===== src/rtl/bp_be_issue_buffer_pkg.sv =====
// Shared defaults and an elaboration helper for the replayable issue buffer.
package bp_be_issue_buffer_pkg;

   localparam int issue_pkt_width_gp = 64;
   localparam int issue_els_gp       = 4;

   // Depth must be a power of two so the pointer LSBs index storage directly.
   function automatic logic is_pow2(input int n);
      return (n >= 2) && ((n & (n - 1)) == 0);
   endfunction

endpackage


===== src/rtl/bp_be_issue_buffer_if.sv =====
// Handshake bundle between FE queue, issue buffer and BE scheduler.
interface bp_be_issue_buffer_if
   import bp_be_issue_buffer_pkg::*;
#(
   parameter int pkt_width_p = issue_pkt_width_gp,
   parameter int els_p       = issue_els_gp
);

   localparam int ptr_width_lp = $clog2(els_p);

   logic                   enq_v;
   logic                   enq_ready;
   logic [pkt_width_p-1:0] enq_pkt;
   logic                   deq_v;
   logic [pkt_width_p-1:0] deq_pkt;
   logic                   deq_yumi;
   logic                   cmt_v;
   logic                   roll;
   logic                   clr;
   logic [ptr_width_lp:0]  issued_cnt;
   logic [ptr_width_lp:0]  occupancy;

   modport master (
      output enq_v, enq_pkt, deq_yumi, cmt_v, roll, clr,
      input  enq_ready, deq_v, deq_pkt, issued_cnt, occupancy
   );

   modport slave (
      input  enq_v, enq_pkt, deq_yumi, cmt_v, roll, clr,
      output enq_ready, deq_v, deq_pkt, issued_cnt, occupancy
   );

endinterface


===== src/rtl/bp_be_issue_buffer_ptr.sv =====
// Wrap-bit pointer: clear beats load beats increment.
module bp_be_issue_buffer_ptr #(
   parameter int width_p = 3
) (
   input  logic               clk_i,
   input  logic               reset_i,
   input  logic               clr_i,
   input  logic               inc_i,
   input  logic               load_i,
   input  logic [width_p-1:0] load_val_i,
   output logic [width_p-1:0] ptr_o
);

   always_ff @(posedge clk_i) begin
      if (reset_i || clr_i) begin
         ptr_o <= '0;
      end else if (load_i) begin
         ptr_o <= load_val_i;
      end else if (inc_i) begin
         ptr_o <= ptr_o + width_p'(1);
      end
   end

endmodule


===== src/rtl/bp_be_issue_buffer.sv =====
// Replayable circular issue buffer with write, speculative read and commit pointers.
module bp_be_issue_buffer
   import bp_be_issue_buffer_pkg::*;
#(
   parameter int pkt_width_p = issue_pkt_width_gp,
   parameter int els_p       = issue_els_gp,
   localparam int ptr_width_lp = $clog2(els_p)
) (
   input  logic clk_i,
   input  logic reset_i,
   bp_be_issue_buffer_if.slave io
);

   if (!is_pow2(els_p)) begin : g_els_check
      $error("bp_be_issue_buffer: els_p must be a power of two >= 2");
   end

   localparam logic [ptr_width_lp:0] full_cnt_lp = (ptr_width_lp + 1)'(els_p);

   logic [pkt_width_p-1:0] mem [els_p];
   logic [ptr_width_lp:0]  wptr, rptr, cptr, cptr_next;
   logic                   full, enq_fire, issue_fire, cmt_fire;

   assign full       = (wptr - cptr) == full_cnt_lp;
   assign enq_fire   = io.enq_v & ~full;
   assign issue_fire = io.deq_yumi & io.deq_v & ~io.roll;
   assign cmt_fire   = io.cmt_v & (rptr != cptr);
   // A roll that coincides with a commit must skip the entry retiring now.
   assign cptr_next  = cptr + (ptr_width_lp + 1)'(cmt_fire);

   bp_be_issue_buffer_ptr #(.width_p(ptr_width_lp + 1)) wptr_ctr (
      .clk_i      (clk_i),
      .reset_i    (reset_i),
      .clr_i      (io.clr),
      .inc_i      (enq_fire),
      .load_i     (1'b0),
      .load_val_i ('0),
      .ptr_o      (wptr)
   );

   bp_be_issue_buffer_ptr #(.width_p(ptr_width_lp + 1)) rptr_ctr (
      .clk_i      (clk_i),
      .reset_i    (reset_i),
      .clr_i      (io.clr),
      .inc_i      (issue_fire),
      .load_i     (io.roll),
      .load_val_i (cptr_next),
      .ptr_o      (rptr)
   );

   bp_be_issue_buffer_ptr #(.width_p(ptr_width_lp + 1)) cptr_ctr (
      .clk_i      (clk_i),
      .reset_i    (reset_i),
      .clr_i      (io.clr),
      .inc_i      (cmt_fire),
      .load_i     (1'b0),
      .load_val_i ('0),
      .ptr_o      (cptr)
   );

   // Storage is intentionally unreset; deq_v gates its visibility.
   always_ff @(posedge clk_i) begin
      if (enq_fire && !io.clr && !reset_i) begin
         mem[wptr[ptr_width_lp-1:0]] <= io.enq_pkt;
      end
   end

   assign io.enq_ready  = ~full;
   assign io.deq_v      = (rptr != wptr);
   assign io.deq_pkt    = mem[rptr[ptr_width_lp-1:0]];
   assign io.issued_cnt = rptr - cptr;
   assign io.occupancy  = wptr - cptr;

   yumi_requires_valid: assert property (@(posedge clk_i) disable iff (reset_i)
      io.deq_yumi |-> io.deq_v);

   commit_requires_issued: assert property (@(posedge clk_i) disable iff (reset_i)
      io.cmt_v |-> (rptr != cptr));

endmodule


===== src/flat_wrapper.sv =====
// flat-port wrapper written by rule: the top's interface ports become plain ports
module bp_be_issue_buffer_flat import bp_be_issue_buffer_pkg::*;
#(
   parameter int pkt_width_p = issue_pkt_width_gp,
   parameter int els_p       = issue_els_gp,
   localparam int ptr_width_lp = $clog2(els_p)
)
  (clk_i, reset_i, io_enq_v, io_enq_pkt, io_deq_yumi, io_cmt_v, io_roll, io_clr, io_enq_ready, io_deq_v, io_deq_pkt, io_issued_cnt, io_occupancy);
  bp_be_issue_buffer_if #(.pkt_width_p(pkt_width_p), .els_p(els_p)) io_i ();
  input  logic clk_i;
  input  logic reset_i;
  input wire logic [$bits(io_i.enq_v)-1:0] io_enq_v;
  input wire logic [$bits(io_i.enq_pkt)-1:0] io_enq_pkt;
  input wire logic [$bits(io_i.deq_yumi)-1:0] io_deq_yumi;
  input wire logic [$bits(io_i.cmt_v)-1:0] io_cmt_v;
  input wire logic [$bits(io_i.roll)-1:0] io_roll;
  input wire logic [$bits(io_i.clr)-1:0] io_clr;
  output wire logic [$bits(io_i.enq_ready)-1:0] io_enq_ready;
  output wire logic [$bits(io_i.deq_v)-1:0] io_deq_v;
  output wire logic [$bits(io_i.deq_pkt)-1:0] io_deq_pkt;
  output wire logic [$bits(io_i.issued_cnt)-1:0] io_issued_cnt;
  output wire logic [$bits(io_i.occupancy)-1:0] io_occupancy;
  assign io_i.enq_v = io_enq_v;
  assign io_i.enq_pkt = io_enq_pkt;
  assign io_i.deq_yumi = io_deq_yumi;
  assign io_i.cmt_v = io_cmt_v;
  assign io_i.roll = io_roll;
  assign io_i.clr = io_clr;
  assign io_enq_ready = io_i.enq_ready;
  assign io_deq_v = io_i.deq_v;
  assign io_deq_pkt = io_i.deq_pkt;
  assign io_issued_cnt = io_i.issued_cnt;
  assign io_occupancy = io_i.occupancy;
  bp_be_issue_buffer #(.pkt_width_p(pkt_width_p), .els_p(els_p)) u_core (.clk_i(clk_i), .reset_i(reset_i), .io(io_i));
endmodule

===== config.mk =====
export PLATFORM = sky130hd
export DESIGN_NAME = bp_be_issue_buffer_flat
export DESIGN_NICKNAME = d
export VERILOG_FILES = /design/src/rtl/bp_be_issue_buffer_pkg.sv /design/src/rtl/bp_be_issue_buffer_if.sv /design/src/rtl/bp_be_issue_buffer_ptr.sv /design/src/rtl/bp_be_issue_buffer.sv /design/src/flat_wrapper.sv
export SDC_FILE = /design/constraint.sdc
export NUM_CORES = 1
export LEC_CHECK = 0
export BUFFER_PORTS_ARGS = -buffer_cell sky130_fd_sc_hd__buf_4
export CELL_PAD_IN_SITES_DETAIL_PLACEMENT = 1
export CELL_PAD_IN_SITES_GLOBAL_PLACEMENT = 1
export CORE_MARGIN = 3
export CORE_UTILIZATION = 42
export CTS_BUF_LIST = sky130_fd_sc_hd__clkbuf_4 sky130_fd_sc_hd__clkbuf_8
export CTS_CLUSTER_DIAMETER = 60
export DETAILED_ROUTE_END_ITERATION = 10
export GPL_TIMING_DRIVEN = 0
export HOLD_SLACK_MARGIN = 0.05
export PLACE_DENSITY_LB_ADDON = 0.1
export SYNTH_ARGS = -nofsm -noshare
export SYNTH_HDL_FRONTEND = slang
export SYNTH_SLANG_ARGS = --single-unit

===== constraint.sdc =====
create_clock -name clk_i -period 5.4 [get_ports clk_i]
set_clock_uncertainty 0.05 [all_clocks]
set_input_delay 0.81 -clock clk_i [delete_from_list [all_inputs] [get_ports clk_i]]
set_output_delay 0.81 -clock clk_i [all_outputs]
set_load 0.05 [all_outputs]

==> results.toml, run 1 <==
[status]
status = "complete, no violations"

[worst_setup_path]
crit_path_max_incr_delay_ps = 460
worstPathRequired_ps = 4540
crit_path_cell_trace = "inv_1 > ha_1 > fa_1 > xnor2_2 > xnor2_2 > nand2_1 > buf_4"
path_class = "flop to primary output"
arrival_ps = 2460
path_max_fanout = 5
cp_slowest_cell = "fa_1"
setup.worst_path.start = "u_core.wptr_ctr.ptr_o[0]$_SDFFE_PP0P_"
reg2reg_from = "u_core.wptr_ctr.ptr_o[0]$_SDFFE_PP0P_"
cp_common_cell = "xnor2_2"
critPathTopFamily = "adder cells"
path_buf_inv = 2
startpoint_type = "flop"
crit_path_end_kind = "primary output"

[clock_network]
cts_buffers = 44
h-tree-depth = 2
cts_tree = "done"
clock_tree.buffer_depth = 3
clockRootBuffer = "clkbuf_8"
hold_buffers = 0
cts_resized = 0
clk_pin_slew_worst_paths_ps = 60
clk_latency_ps = 530
numClockSinks = 267
cts_setup_buffers = 0

[floorplan]
die_h_um = 160.5
io_pins = 143
die-area_mm2 = 0.02576
fp-row-count = 55
initial_core_util_pct = 43.48
die_width_um = 160.5
coreArea_mm2 = 0.02305

[logic_synthesis]
synth_nets = 511
yosys_warnings = 0
ys_seq_area_share_pct = 78.89
synthTopCellsByArea = "edfxtp_1, mux4_2, dfxtp_1, ha_1, inv_1"
synthCells = 427
yosysUniqueCellTypes = 36
synth-edff-count = 256
avgSynthCellArea_um2 = 23.47
yosys-top-cells-count = "edfxtp_1, mux4_2, inv_1"
yosysMostFrequentCell = "edfxtp_1"
netlist.area_leader.share_pct = 76.69
ys_ff_latch = 267
yosysTopAreaCell = "edfxtp_1"
synthFlopType = "edfxtp_1"
synth_area_mm2 = 0.01002
ys_async_sr_fraction_pct = 0

[timing]
rsz0062_at_grt = "no"
period_needed_ps = 3325
whs_ps = 423.3
max_slew_margin_pct = 52.17
post-route-period-util_pct = 61.57
hold_viol = 0
worst_pin_slew_ps = 717.4
finalSetupViolations = 0
tns_ps = 0
fmax_mhz = 300.8
slew_viol_final = 0

[detailed_routing]
drt_iter0_markers = 253
finalWirelength_um = 19810
route.detailed.wl_per_inst_um = 20.48
vias_per_cell = 5.012
num_vias = 4847
ant_nets = 0
dr.pass1.iters = 4
drc_errors = 0

[placed_design]
hpwl_um = 12500
port_buffers = 141
place_congestion = 0.7271
dpl-instance-area_mm2 = 0.01157
dp.cells = 885

[grt]
grt_overflow_total = 0
antenna_found_initial = 0
grt_pass1_vias = 5562
grt_max_degree = 37
grt_pass1_wl_um = 30830
gr-usage-all-layers_pct = 15.58

[final_layout]
nFillCells = 2040
antennaDiodeCount = 0
fin_nets = 702
multi_input_area_mm2 = 0.002014
final_cell_area_mm2 = 0.01243
drive_gt1_share_pct = 45.11
regArea_mm2 = 0.007908
layout.cells.non_filler = 967
syn_to_final_growth_pct = 23.99

[min_path]
hp-start = "io_enq_pkt[23]"
hold_path.class = "input pin to flop"

[flow_run]
drv_cap = 0

[pwr]
powerDensity_mw_per_mm2 = 346.6
ir_drop_mv = 0.1883
p_leak_nw = 4.258
## final cells by class
| cell class | instances | area share [%] |
|---|---|---|
| Clock buffer | 62 | 6.161 |
| Sequential cell | 267 | 63.63 |
| Multi-Input combinational cell | 132 | 16.21 |
| Inverter | 12 | 0.3624 |
| Clock inverter | 20 | 0.7148 |
| Buffer | 16 | 0.6141 |
| Tap cell | 313 | 3.151 |
| Timing Repair Buffer | 145 | 9.161 |
## flip-flops by register name, summed over array words and instances (netlist names), named ones only
register	count
u_core.cptr_ctr.ptr_o	3
u_core.wptr_ctr.ptr_o	3
u_core.mem	256
u_core.rptr_ctr.ptr_o	3
## final timing paths
kind / to / slack [ps] / depth (start not counted)
max: io_enq_ready / 2080 / 7
min: u_core.mem[0][23]$_DFFE_PP_ / 420 / 1
max reg2reg: u_core.mem[3][62]$_DFFE_PP_ / 2120 / 8
min reg2reg: u_core.wptr_ctr.ptr_o[1]$_SDFFE_PP0P_ / 500 / 2
## kinds of logic after synthesis
family | after synthesis | share of synthesized area [%]
compound gates | 13 | 0.9488
xor+xnor | 10 | 1.024
fa+ha+maj | 13 | 1.773
buf+inv | 28 | 1.211
flops | 267 | 78.89
mux | 69 | 14.89
simple gates | 27 | 1.261
## worst register-to-register path: cells and delay by family, from the launching register on
family | cells | cell delay (ps)
adder cells (fa/ha/maj) | 2 | 690
AND/OR/NAND/NOR | 1 | 640
buffers and inverters | 2 | 440
flip-flops | 1 | 430
XOR/XNOR | 2 | 340
AO/OA/AOI/OAI | 1 | 320
## power breakdown
part           leakage [nW]  total (mW)  switching (mW)  internal [mW]
logic                  1.40       0.337           0.211          0.126
clock network         0.452        1.67           0.753          0.917
registers              2.40        2.30         0.00693           2.29
total                  4.26        4.31           0.971           3.34
## cells in the final DEF, fill, tap and decap left out, types with 2 or more instances in the layout
cell type / synthesis / routed
a21oi_1: 3 / 3
and3_4: 0 / 4
buf_1: 6 / 6
buf_12: 0 / 4
buf_2: 6 / 6
buf_4: 2 / 143
clkbuf_4: 0 / 14
clkbuf_8: 0 / 48
clkinv_1: 0 / 14
clkinv_2: 0 / 4
dfxtp_1: 11 / 11
edfxtp_1: 256 / 256
fa_1: 2 / 2
ha_1: 11 / 11
inv_1: 12 / 12
mux2i_1: 4 / 4
mux4_2: 64 / 64
nand2_1: 11 / 11
nor2_1: 6 / 6
xnor2_1: 4 / 4
xnor2_2: 2 / 2
xor2_1: 4 / 4
## metrics by stage
stage	worst slack (ps)	power, mW	util [%]
CTS	1984	4.379	53.91
global placement	66.91	2.676	49.77
global route	1851	4.483	53.91
finish	2075	4.308	53.91
detailed placement	2038	2.686	50.20
floorplan	1389	2.549	-
## metal layers
metal / up-vias / share of wire (%) / global-route usage (%)
met3: 33 / 6.1 / 4.075
met1: 2494 / 40 / 18.75
met2: 143 / 52 / 27.07
met4: 0 / 2.4 / 5.799
li1: 2177 / - / -
met5: - / 0 / 0
Power figures use the tool's default switching activity.
==> inputs of run 2 (changes only) <==
Clock period 5.4 ns to 2.8 ns, I/O delays scaled along.
==> results.toml, run 2 (synthesis gave the netlist of run 1 again) <==
[floorplan]
initial_core_util_pct = 43.48
coreArea_mm2 = 0.02305
fp-row-count = 55
die_width_um = 160.5
die-area_mm2 = 0.02576
io_pins = 143
die_h_um = 160.5

[final_layout]
syn_to_final_growth_pct = 30.16
largest_reg_flops = 256
drive_gt1_share_pct = 42.63
fin_nets = 766
layout_commonest_cell = "edfxtp_1"
nFillCells = 2039
most-common-layout-cells = "edfxtp_1, buf_4, mux4_2, dlygate4sd3_1, clkbuf_8"

[detailed_routing]
route.detailed.wl_per_inst_um = 20.98
vias_per_cell = 5.054
dr.pass1.iters = 4
num_vias = 5155
drc_errors = 0
drt_iter0_markers = 227
finalWirelength_um = 21400
ant_nets = 0

[worst_setup_path]
path_max_fanout = 32
arrival_ps = 2870
startpoint_type = "flop"
setup.worst_path.start = "u_core.wptr_ctr.ptr_o[0]$_SDFFE_PP0P_"
crit_path_end = "u_core.mem[0][32]$_DFFE_PP_"
r2r.worst_path.cells = 7
reg2reg_from = "u_core.wptr_ctr.ptr_o[0]$_SDFFE_PP0P_"
rr_endpoint = "u_core.mem[0][32]$_DFFE_PP_"
reg2reg_slack_ps = 30
crit_path_end_kind = "flop"
worstPathRequired_ps = 2900
path_class = "flop to flop"

[grt]
antenna_found_initial = 1
grt_pass1_wl_um = 33600
grt_max_degree = 33
grt_overflow_total = 0
grt_pass1_vias = 5883
gr-usage-all-layers_pct = 16.91

[clock_network]
clk_pin_slew_worst_paths_ps = 60
numClockSinks = 267
cts_setup_buffers = 0
clockRootBuffer = "clkbuf_8"
cts_buffers = 44
h-tree-depth = 2
cts_tree = "done"
clock_tree.buffer_depth = 3
clk_latency_ps = 530

[placed_design]
pre_cts_ws_ps = -391.1
port_buffers = 141
place_congestion = 0.7720
hpwl_um = 11650

[timing]
max_slew_margin_pct = 35.50
worst_pin_slew_ps = 963.9
period_needed_ps = 2772
post-route-period-util_pct = 99.00
fmax_mhz = 360.8
rsz0062_at_grt = "yes"
finalSetupViolations = 0
hold_viol = 0
worst_slack_ps = 28.05
slew_viol_final = 0

[pwr]
ir_drop_mv = 0.3390
powerDensity_mw_per_mm2 = 632.4
p_leak_nw = 4.507
finalPower_mw = 8.250

[min_path]
hold_path.class = "input pin to flop"
hp-start = "io_enq_v"

[status]
status = "complete, no violations"

[flow_run]
drv_cap = 0
[run 2: changes by cell type in the layout (fill, tap and decap cells not counted), sizes merged]
cell | before | now
buf | 159 | 150
dlygate4sd3 | 0 | 64
and3 | 4 | 8
clkinv | 18 | 9
clkbuf | 64 | 67
diode | 0 | 1
clkinvlp | 1 | 0
[run 2: how the worst min path moves through the flow]
stage / to / slack, ps / cells past startpoint
CTS: u_core.wptr_ctr.ptr_o[2]$_SDFFE_PP0P_ / 150 / 4
finish: u_core.wptr_ctr.ptr_o[2]$_SDFFE_PP0P_ / 190 / 4
global route: u_core.wptr_ctr.ptr_o[2]$_SDFFE_PP0P_ / 190 / 4
floorplan: u_core.wptr_ctr.ptr_o[0]$_SDFFE_PP0P_ / 420 / 2
detailed placement: u_core.wptr_ctr.ptr_o[0]$_SDFFE_PP0P_ / 470 / 2
global placement: u_core.wptr_ctr.ptr_o[0]$_SDFFE_PP0P_ / 430 / 2
[run 2: layout make-up]
cell class	count	area [um^2]	share of cell area (%)
Antenna cell	1	2.502	0.01918
Clock buffer	60	744.5	5.706
Clock inverter	10	45.04	0.3453
Multi-Input combinational cell	136	2105	16.13
Sequential cell	267	7914	60.66
Timing Repair Buffer	205	1699	13.02
Buffer	16	95.09	0.7289
Inverter	12	50.05	0.3836
Tap cell	313	391.6	3.002
[run 2: repair_timing]
item / 4_1_cts / 5_1_grt
pin swaps: 7 / 1
setup endpoints to repair: 308 / 306
endpoints found under the hold margin: 256 / 0
hold buffers: 64 / 0
gates resized for setup: 16 / 6
gates cloned: 4 / 0
[run 2: power breakdown]
group / internal [mW] / switching (mW) / total [mW]
Sequential: 4.43 / 0.0148 / 4.44
Clock: 1.70 / 1.38 / 3.07
Combinational: 0.304 / 0.434 / 0.737
Total: 6.43 / 1.82 / 8.25
[run 2: per-layer routing]
| layer | part of all wire [%] | global-route usage, % | vias up |
|---|---|---|---|
| met1 | 43 | 22.10 | 2683 |
| met3 | 5.0 | 3.998 | 26 |
| met2 | 51 | 28.57 | 141 |
| met4 | 1.4 | 4.734 | 0 |
| li1 | - | - | 2305 |
| met5 | 0 | 0 | - |
[run 2: stage by stage]
step / setup TNS (ps) / instances / util [%] / instance area (um^2) / hold slack [ps]
CTS: -29.34 / 1019 / 56.52 / 13030 / 152.8
global placement: -85090 / 881 / 50.00 / 11530 / 434.5
detailed placement: -97540 / 881 / 50.00 / 11530 / 472.2
floorplan: 0 / 427 / - / 10080 / 417.4
finish: 0 / 1020 / 56.59 / 13050 / 194.6
global route: -30710 / 1020 / 56.59 / 13050 / 187.0
[run 2: critical path, stage by stage (launching register included)]
cell and delay (ps):
dfxtp_4 390, inv_6 50, ha_4 150, fa_2 380
xnor2_4 230, xnor2_4 110, a21boi_4 360, and3_4 670
